<file path="src/rtl/sha256_config_join.sv">
// Joins the SHA-256 ID stream and config stream into one registered config record per cycle.
// Latency: both inputs accepted at edge N -> cfg_out_valid after edge N+1; readies = en & !sync_rst & !full.
// Optional SHA256_CFG_JOIN_LAST_CHECK_EN adds a sticky err_last_mismatch flag comparing the two last flags.

module sha256_cfg_join_fifo #(
  parameter int W     = 8,
  parameter int DEPTH = 4
) (
  input  logic                     clk,
  input  logic                     nrst,
  input  logic                     clr,
  input  logic                     push,
  input  logic                     pop,
  input  logic [W-1:0]             wdat,
  output logic [W-1:0]             rdat,
  output logic                     full,
  output logic                     empty,
  output logic [$clog2(DEPTH):0]   level
);
  localparam int AW = $clog2(DEPTH);
  localparam logic [AW:0] PTR_ONE = 1;

  logic [W-1:0] mem_q [DEPTH];
  logic [W-1:0] mem_d [DEPTH];
  logic [AW:0]  wr_ptr_q, wr_ptr_d;
  logic [AW:0]  rd_ptr_q, rd_ptr_d;

  assign empty = (wr_ptr_q == rd_ptr_q);
  assign full  = (wr_ptr_q[AW-1:0] == rd_ptr_q[AW-1:0]) && (wr_ptr_q[AW] != rd_ptr_q[AW]);
  assign level = wr_ptr_q - rd_ptr_q;
  assign rdat  = mem_q[rd_ptr_q[AW-1:0]];

  always_comb begin
    mem_d    = mem_q;
    wr_ptr_d = wr_ptr_q;
    rd_ptr_d = rd_ptr_q;
    if (clr) begin
      wr_ptr_d = '0;
      rd_ptr_d = '0;
    end else begin
      if (push) begin
        mem_d[wr_ptr_q[AW-1:0]] = wdat;
        wr_ptr_d = wr_ptr_q + PTR_ONE;
      end
      if (pop) begin
        rd_ptr_d = rd_ptr_q + PTR_ONE;
      end
    end
  end

  always_ff @(posedge clk or negedge nrst) begin
    if (!nrst) begin
      mem_q    <= '{default: '0};
      wr_ptr_q <= '0;
      rd_ptr_q <= '0;
    end else begin
      mem_q    <= mem_d;
      wr_ptr_q <= wr_ptr_d;
      rd_ptr_q <= rd_ptr_d;
    end
  end
endmodule

module sha256_config_join #(
  parameter int ID_W     = 6,
  parameter int SIZE_W   = 64,
  parameter int SCHEME_W = 2,
  parameter int DEPTH    = 4
) (
  input  logic                      clk,
  input  logic                      nrst,
  input  logic                      en,
  input  logic                      sync_rst,
  input  logic [ID_W-1:0]           id_in,
  input  logic                      id_in_last,
  input  logic                      id_in_valid,
  output logic                      id_in_ready,
  input  logic [SIZE_W-1:0]         cfg_in_size,
  input  logic [SCHEME_W-1:0]       cfg_in_scheme,
  input  logic                      cfg_in_last,
  input  logic                      cfg_in_valid,
  output logic                      cfg_in_ready,
  output logic [SIZE_W-1:0]         cfg_out_size,
  output logic [SCHEME_W-1:0]       cfg_out_scheme,
  output logic [ID_W-1:0]           cfg_out_id,
  output logic                      cfg_out_last,
  output logic                      cfg_out_valid,
  input  logic                      cfg_out_ready,
  output logic [$clog2(DEPTH):0]    id_level,
  output logic [$clog2(DEPTH):0]    cfg_level,
  output logic [SIZE_W-1:0]         status_size,
  output logic                      status_valid
`ifdef SHA256_CFG_JOIN_LAST_CHECK_EN
  ,
  output logic                      err_last_mismatch
`endif
);
`ifdef SHA256_CFG_JOIN_LAST_CHECK_EN
  localparam int IW = ID_W + 1;
`else
  localparam int IW = ID_W;
`endif

  typedef struct packed {
    logic [SIZE_W-1:0]   size;
    logic [SCHEME_W-1:0] scheme;
    logic                last;
  } cfg_t;

  typedef struct packed {
    cfg_t            cfg;
    logic [ID_W-1:0] id;
  } rec_t;

  logic          id_full, id_empty, cfg_full, cfg_empty;
  logic          id_push, cfg_push, load, hs;
  logic [IW-1:0] id_wdat, id_head;
  cfg_t          cfg_wdat, cfg_head;

  rec_t              rec_q, rec_d;
  logic              out_vld_q, out_vld_d;
  logic [SIZE_W-1:0] stat_size_q, stat_size_d;
  logic              stat_vld_q, stat_vld_d;

`ifdef SHA256_CFG_JOIN_LAST_CHECK_EN
  assign id_wdat = {id_in_last, id_in};
`else
  // Without the check the ID last flag has nowhere to go.
  logic unused_id_last;
  assign unused_id_last = id_in_last;
  assign id_wdat        = id_in;
`endif
  assign cfg_wdat = {cfg_in_size, cfg_in_scheme, cfg_in_last};

  assign id_in_ready  = en & ~sync_rst & ~id_full;
  assign cfg_in_ready = en & ~sync_rst & ~cfg_full;
  assign id_push      = id_in_valid & id_in_ready;
  assign cfg_push     = cfg_in_valid & cfg_in_ready;
  assign hs           = en & out_vld_q & cfg_out_ready;
  assign load         = en & ~sync_rst & ~id_empty & ~cfg_empty & (~out_vld_q | cfg_out_ready);

  sha256_cfg_join_fifo #(.W(IW), .DEPTH(DEPTH)) u_id_fifo (
    .clk   (clk),
    .nrst  (nrst),
    .clr   (sync_rst),
    .push  (id_push),
    .pop   (load),
    .wdat  (id_wdat),
    .rdat  (id_head),
    .full  (id_full),
    .empty (id_empty),
    .level (id_level)
  );

  sha256_cfg_join_fifo #(.W($bits(cfg_t)), .DEPTH(DEPTH)) u_cfg_fifo (
    .clk   (clk),
    .nrst  (nrst),
    .clr   (sync_rst),
    .push  (cfg_push),
    .pop   (load),
    .wdat  (cfg_wdat),
    .rdat  (cfg_head),
    .full  (cfg_full),
    .empty (cfg_empty),
    .level (cfg_level)
  );

  // With en low every register holds; the record is re-presented once en returns.
  always_comb begin
    rec_d       = rec_q;
    out_vld_d   = out_vld_q;
    stat_size_d = stat_size_q;
    stat_vld_d  = stat_vld_q;
    if (sync_rst) begin
      rec_d       = '0;
      out_vld_d   = 1'b0;
      stat_size_d = '0;
      stat_vld_d  = 1'b0;
    end else if (en) begin
      stat_vld_d  = hs;
      stat_size_d = hs ? rec_q.cfg.size : '0;
      if (load) begin
        rec_d.cfg = cfg_head;
        rec_d.id  = id_head[ID_W-1:0];
        out_vld_d = 1'b1;
      end else if (hs) begin
        out_vld_d = 1'b0;
      end
    end
  end

  always_ff @(posedge clk or negedge nrst) begin
    if (!nrst) begin
      rec_q       <= '0;
      out_vld_q   <= 1'b0;
      stat_size_q <= '0;
      stat_vld_q  <= 1'b0;
    end else begin
      rec_q       <= rec_d;
      out_vld_q   <= out_vld_d;
      stat_size_q <= stat_size_d;
      stat_vld_q  <= stat_vld_d;
    end
  end

  assign cfg_out_size   = rec_q.cfg.size;
  assign cfg_out_scheme = rec_q.cfg.scheme;
  assign cfg_out_last   = rec_q.cfg.last;
  assign cfg_out_id     = rec_q.id;
  assign cfg_out_valid  = out_vld_q & en;
  assign status_size    = stat_size_q;
  assign status_valid   = stat_vld_q;

`ifdef SHA256_CFG_JOIN_LAST_CHECK_EN
  logic err_q, err_d;

  always_comb begin
    err_d = err_q;
    if (sync_rst) begin
      err_d = 1'b0;
    end else if (load && (id_head[ID_W] != cfg_head.last)) begin
      err_d = 1'b1;
    end
  end

  always_ff @(posedge clk or negedge nrst) begin
    if (!nrst) begin
      err_q <= 1'b0;
    end else begin
      err_q <= err_d;
    end
  end

  assign err_last_mismatch = err_q;
`endif
endmodule
</file>
<file path="config.mk">
export PLATFORM = sky130hd
export DESIGN_NAME = sha256_config_join
export DESIGN_NICKNAME = d
export VERILOG_FILES = /design/src/rtl/sha256_config_join.sv
export SDC_FILE = /design/constraint.sdc
export NUM_CORES = 1
export LEC_CHECK = 0
export ABC_AREA = 1
export CORE_UTILIZATION = 40
export DETAILED_ROUTE_END_ITERATION = 8
export PLACE_DENSITY = 0.65
export SLEW_MARGIN = 40
export SYNTH_ARGS = -nofsm -noshare
export SYNTH_HDL_FRONTEND = slang
export SYNTH_SLANG_ARGS = --single-unit
</file>
<file path="constraint.sdc">
create_clock -name clk -period 3.3 [get_ports clk]
set_input_delay 0.825 -clock clk [delete_from_list [all_inputs] [get_ports clk]]
set_output_delay 0.825 -clock clk [all_outputs]
set_load 0.05 [all_outputs]
</file>
## Yosys cells after proc, flatten, opt, wreduce, memory -nomap -nowiden

Index checks and enable logic that the tools add are counted.

- Add/sub/neg operators: 6
- Magnitude comparators: 6
- Eq/ne operators: 6
- Mux-type cells: 32
- Bitwise gates (word level): 21
- Reductions and logical operators: 13

Operators with widths:

| kind | count |
|---|---|
| $bwmux W268 | 1 |
| $mux W73 | 3 |
| $mux W67 | 3 |
| $mux W64 | 3 |
| $bmux W67 S2 | 1 |
| $demux W67 S2 | 1 |
| $bwmux W24 | 1 |
| $mux W3 | 8 |
| $mux W6 | 3 |
| $add A3 B1 Y3 const B | 4 |
| $bmux W6 S2 | 1 |
| $demux W6 S2 | 1 |
| $ge A3 B3 Y1 const B | 4 |
| $not A2 Y3 | 4 |
| $and A1 B1 Y1 | 10 |
| $reduce_and A2 Y1 | 4 |
| $reduce_bool A2 Y1 | 4 |
| $eq A3 B3 Y1 | 2 |
| $lt A3 B1 Y1 const B | 2 |
| $mux W1 | 6 |
| $not A1 Y1 | 6 |
| $sub A3 B3 Y3 | 2 |
| $eq A2 B2 Y1 | 2 |
| $logic_and A1 B1 Y1 | 4 |
| 3 further kinds | 4 |

- Bits in registers: 443
- Output and inout bits: 147
- Word-level logic and storage cells: 103

## Depth between registers and ports, before layout

- Depth after elaboration: 8
- Depth in mapped cells: 12
- Gate-level depth less buffers: 9

## Modules after synthesis

Synthesis repeated with hierarchy kept, for this count alone.

- Cells, all modules: 2,890
- Area, all modules: 22,318.9 um2

Modules (own cells, without submodules):

| module | instances | cells an instance | area each (um2) | sequential area each (um2) |
|---|---|---|---|---|
| sha256_cfg_join_fifo at u_cfg_fifo | 1 | 2,033 | 14,765.4 | 6,856.6 |
| sha256_config_join | 1 | 625 | 5,809.3 | 3,478.3 |
| sha256_cfg_join_fifo at u_id_fifo | 1 | 232 | 1,744.2 | 750.7 |

## Least setup slack after synthesis

No wires, ideal clock.

- Kind: reg-to-output
- Start point: reg u_cfg_fifo.rd_ptr_q[1]
- End point: out cfg_in_ready
- Arrival: 2.119 ns
- Slack: 0.356 ns
- Cell stages (with the launch flop): 7
- Path buffers: 1
- Cell sequence: dfrtp_1 -> inv_2 -> clkbuf_1 -> ha_1 -> nand2_1 -> inv_1 -> a31oi_1

- Word-level cells in the longest chain between the ends: 4

RTL lines:

| what | line | text |
|---|---|---|
| start: declaration | 26 | `logic [AW:0] rd_ptr_q, rd_ptr_d;` |
| start signal: assignment | 59 | `rd_ptr_q <= rd_ptr_d;` |
| $eq A2 B2 Y1 | 29 | `assign full = (wr_ptr_q[AW-1:0] == rd_ptr_q[AW-1:0]) && (wr_ptr_q[AW] != rd_ptr_q[AW]);` |
| $logic_and A1 B1 Y1 | 29 |  |
| $not A1 Y1 | 136 | `assign cfg_in_ready = en & ~sync_rst & ~cfg_full;` |
| $and A1 B1 Y1 | 136 |  |
| end: declaration | 82 | `output logic cfg_in_ready,` |

No other way between the ends.

## Final worst setup path

- Start point: reg u_id_fifo.wr_ptr_q[0]
- End point: out id_level[1]

- Word-level cells in the longest chain between the ends: 1

RTL lines:

| what | line | text |
|---|---|---|
| start: declaration | 25 | `logic [AW:0] wr_ptr_q, wr_ptr_d;` |
| start signal: assignment | 58 | `wr_ptr_q <= wr_ptr_d;` |
| $sub A3 B3 Y3 | 30 | `assign level = wr_ptr_q - rd_ptr_q;` |
| end: declaration | 89 | `output logic [$clog2(DEPTH):0] id_level,` |

No other way between the ends.

==> parameters.txt <==
Parameter                              Value

Logic synthesis
  Most instantiated cells after synthesis    sky130_fd_sc_hd__nand2_1, sky130_fd_sc_hd__dfrtp_1, sky130_fd_sc_hd__nand3_1
  Distinct cell type count of the synthesized netlist    28
  Average cell area after synthesis    7.93 um^2
  Synthesis-stage register bit count    443
  Synth area leader    sky130_fd_sc_hd__dfrtp_1
  Async S/R FF share, synth    100%
  Net count after synthesis    2646
  Ranking of synthesized cells by area    sky130_fd_sc_hd__dfrtp_1, sky130_fd_sc_hd__nand2_1, sky130_fd_sc_hd__nand3_1
  Combined area of all synthesized cells    20200 um^2
  Post-synthesis sequential area ratio    54.8%
  Yosys Warn Count    0
  Most frequently used cell type in the post-synthesis netlist    sky130_fd_sc_hd__nand2_1
  Most frequently used flop master after synthesis    sky130_fd_sc_hd__dfrtp_1
  Cells after synthesis    2549
  Number of enable-type register cells in the synthesized netlist    0
  Fraction of post-synthesis cell area in the top cell type by area    54.8%

Floorplanning
  Number of core rows    82
  Top-level port count    228
  Overall die height    227 um
  Effective utilization at floorplan    40.4%
  Die Wd    227 um
  Die area    51500 um^2
  Core outline area    50100 um^2

Timing
  Final setup viols    0
  Final Cycle Share    96.9%
  Clock skew after layout    0.0176 ns
  Setup repair after global routing missed its margin    no
  Highest clock rate    313 MHz
  Total Negative Setup Slacks    0 ns
  Final-report max-slew violation count    0
  Shortest clock period the worst path allows after layout    3.20 ns
  Worst-margin pin slew    0.726 ns
  Count of endpoints failing hold in the final timing report    0
  Slew HR    51.6%
  Min setup slack post-route    0.103 ns

Finish
  Nets    2809
  Number of fillers in the final layout    4805
  Area Overhead vs Synth    23.1%
  Fraction of layout instances using a drive strength above 1    5.82%

Worst setup path
  Required time worst endpoint    2.47 ns
  Capturing instance or port of the critical path    id_level[1]
  Worst-case register-to-register setup slack    0.86 ns
  Master of the slowest instance on the critical path    sky130_fd_sc_hd__dlygate4sd2_1
  Cell chain of the critical path    inv_1 > ha_1 > fa_1 > inv_1 > dlygate4sd2_1
  Startpoint of the lowest-slack register-to-register path    u_id_fifo.rd_ptr_q[1]
  Instance count on the critical path    5
  Reg2reg end    cfg_out_size[44]
  Kind of start point of the critical path    flip-flop
  Family with the most delay on the worst path    buffers and inverters
  Delay of the slowest critical-path stage    0.53 ns
  Kind of end point of the critical path    primary output
  R2r worst-path depth    9
  Most Frequent Cell on Critical Path    sky130_fd_sc_hd__inv_1
  CP Launch Point    u_id_fifo.wr_ptr_q[0]
  Path type of the worst setup path    reg2out
  Critical path data arrival time    2.37 ns
  CP Buf/Inv Count    3
  Peak fanout along the critical path    5

Drt
  Number of optimization iterations in the first detailed-route pass    7
  Via Count    17500
  Post-detailed-routing wire length    59500 um
  Remaining DRCs    0
  Routed wire length per instance    17.4 um
  Violation count after the first detailed-route iteration    1593
  Detail Route Antenna Nets    0
  Ratio of routed vias to standard cells    5.12

Clock network
  Number of levels the H-tree was split into    2
  Clock-pin slew reported for the worst setup and hold paths after clock tree synthesis    0.06 ns
  Insertion delay of the later-clocked pin in the worst-skew pair    0.58 ns
  Clock tree from TritonCTS    done
  Number of clock sinks    443
  Bufs on Longest Clock Path    3
  Inserted Clock Buffers    48
  Clock Tree Root    sky130_fd_sc_hd__clkbuf_16

Global route
  Wire length of the first global-routing pass    94800 um
  Total grt overflow    0
  Gr usage total    23.5%
  Largest net degree at the start of global routing    121
  Via count of the first global-routing pass    17300
  Initial antenna violation count    6

Power and ir drop
  Power per standard cell area    617 nW/um^2
  Worst VDD drop    362 uV
  Static Leak    13.2 nW

Hold path
  Worst min-delay path category    in2async

Placement
  Post-placement setup slack    0.441 ns
  HPWL Detailed    35300 um
  Port bufs    226
  Weighted congestion at the end of routability-driven global placement    0.804

Flow run
  Count of maximum capacitance violations    0

Outcome
  Result of the run    finished, final reports clean
[cell families (layout without fill, tap and decap cells)]
group,after synthesis,in the layout,share of synthesized area [%]
flops,443,443,54.8
compound gates,150,150,4.63
xor+xnor,6,6,0.260
buf+inv,271,471,6.11
fa+ha+maj,16,16,1.06
other cells,0,1,0
simple gates,1663,1663,33.1
[stage by stage]
step | hold WS (ns) | power (mW) | utilization [%] | instances | area, um^2
after global placement | 0.456 | 9.58 | 46.2 | 3331 | 23100
after floorplan | 0.444 | 8.71 | - | 2549 | 20200
after detailed placement | 0.460 | 9.70 | 46.3 | 3332 | 23200
final | 0.231 | 15.4 | 49.7 | 3422 | 24900
after global routing | 0.245 | 16.2 | 49.7 | 3421 | 24900
after CTS | 0.231 | 15.5 | 49.7 | 3419 | 24900
[registers in the layout (all words and copies together), names as in the netlist]
signal and cells:
u_cfg_fifo.mem_q 268, u_id_fifo.mem_q 24, u_id_fifo.wr_ptr_q 3, status_valid 1, status_size 64, u_cfg_fifo.rd_ptr_q 3, u_cfg_fifo.wr_ptr_q 3, cfg_out_id 6
out_vld_q 1, cfg_out_size 64, cfg_out_last 1, u_id_fifo.rd_ptr_q 3, cfg_out_scheme 2
[what timing repair did]
item                                    CTS  global route
hold buffers                              0             0
endpoints found under the setup margin    1             1
gates resized for setup                   1             1
setup buffers                             0             2
[layout make-up]
type	count	area, um^2	share of cell area, %
Clock inverter	16	235	0.945
Sequential cell	443	11100	44.5
Multi-Input combinational cell	1835	7930	31.9
Timing Repair Buffer	279	2920	11.7
Tap cell	672	841	3.38
Clock buffer	71	1460	5.86
Inverter	105	413	1.66
Antenna cell	1	2.50	0.0101
[where the power goes]
part / switching (mW) / internal, mW
sequential: 0.502 / 6.33
combinational: 1.75 / 1.02
clock: 2.24 / 3.52
total: 4.49 / 10.9
[layer usage]
metal / share of wire [%] / up-vias / track usage (%)
met5: 0.096 / - / 0
met2: 49 / 506 / 39.3
met4: 2.1 / 10 / 6.76
li1: - / 8341 / -
met3: 6.3 / 95 / 4.52
met1: 43 / 8580 / 30.8
[how the worst min path moves through the flow]
| stage | to | cells after the start | slack, ns | from |
|---|---|---|---|---|
| after global routing | status_size[13] | 1 | 0.25 | nrst |
| after detailed placement | u_cfg_fifo.mem_q[54] | 2 | 0.46 | u_cfg_fifo.mem_q[54] |
| final | status_size[13] | 1 | 0.23 | nrst |
| after floorplan | u_cfg_fifo.mem_q[0] | 2 | 0.44 | u_cfg_fifo.mem_q[0] |
| after global placement | u_cfg_fifo.mem_q[47] | 2 | 0.46 | u_cfg_fifo.mem_q[47] |
| after CTS | status_size[13] | 1 | 0.23 | nrst |
[layout by cell type, fill, tap and decap left out, types with 2 or more instances in the layout]
cell type,synthesis,routed
sky130_fd_sc_hd__buf_12,0,20
sky130_fd_sc_hd__buf_4,11,37
sky130_fd_sc_hd__buf_6,12,2
sky130_fd_sc_hd__bufinv_16,0,6
sky130_fd_sc_hd__clkbuf_1,70,7
sky130_fd_sc_hd__clkbuf_16,0,49
sky130_fd_sc_hd__clkbuf_8,0,15
sky130_fd_sc_hd__clkdlybuf4s50_1,0,217
sky130_fd_sc_hd__clkinv_2,0,8
sky130_fd_sc_hd__clkinvlp_4,0,3
sky130_fd_sc_hd__dfrtp_1,443,442
sky130_fd_sc_hd__fa_1,2,2
sky130_fd_sc_hd__ha_1,14,14
sky130_fd_sc_hd__inv_1,100,98
sky130_fd_sc_hd__inv_4,1,2
sky130_fd_sc_hd__inv_6,0,2
sky130_fd_sc_hd__nand2_1,1192,1192
sky130_fd_sc_hd__nand3_1,295,294
sky130_fd_sc_hd__nand3_2,3,2
sky130_fd_sc_hd__nand3_4,1,3
sky130_fd_sc_hd__nand4_1,8,8
sky130_fd_sc_hd__nor2_1,158,157
sky130_fd_sc_hd__nor2_4,4,5
sky130_fd_sc_hd__o211ai_1,73,73
sky130_fd_sc_hd__o21ai_0,74,74
sky130_fd_sc_hd__xnor2_1,5,5
(Power assumes the default switching activity.)
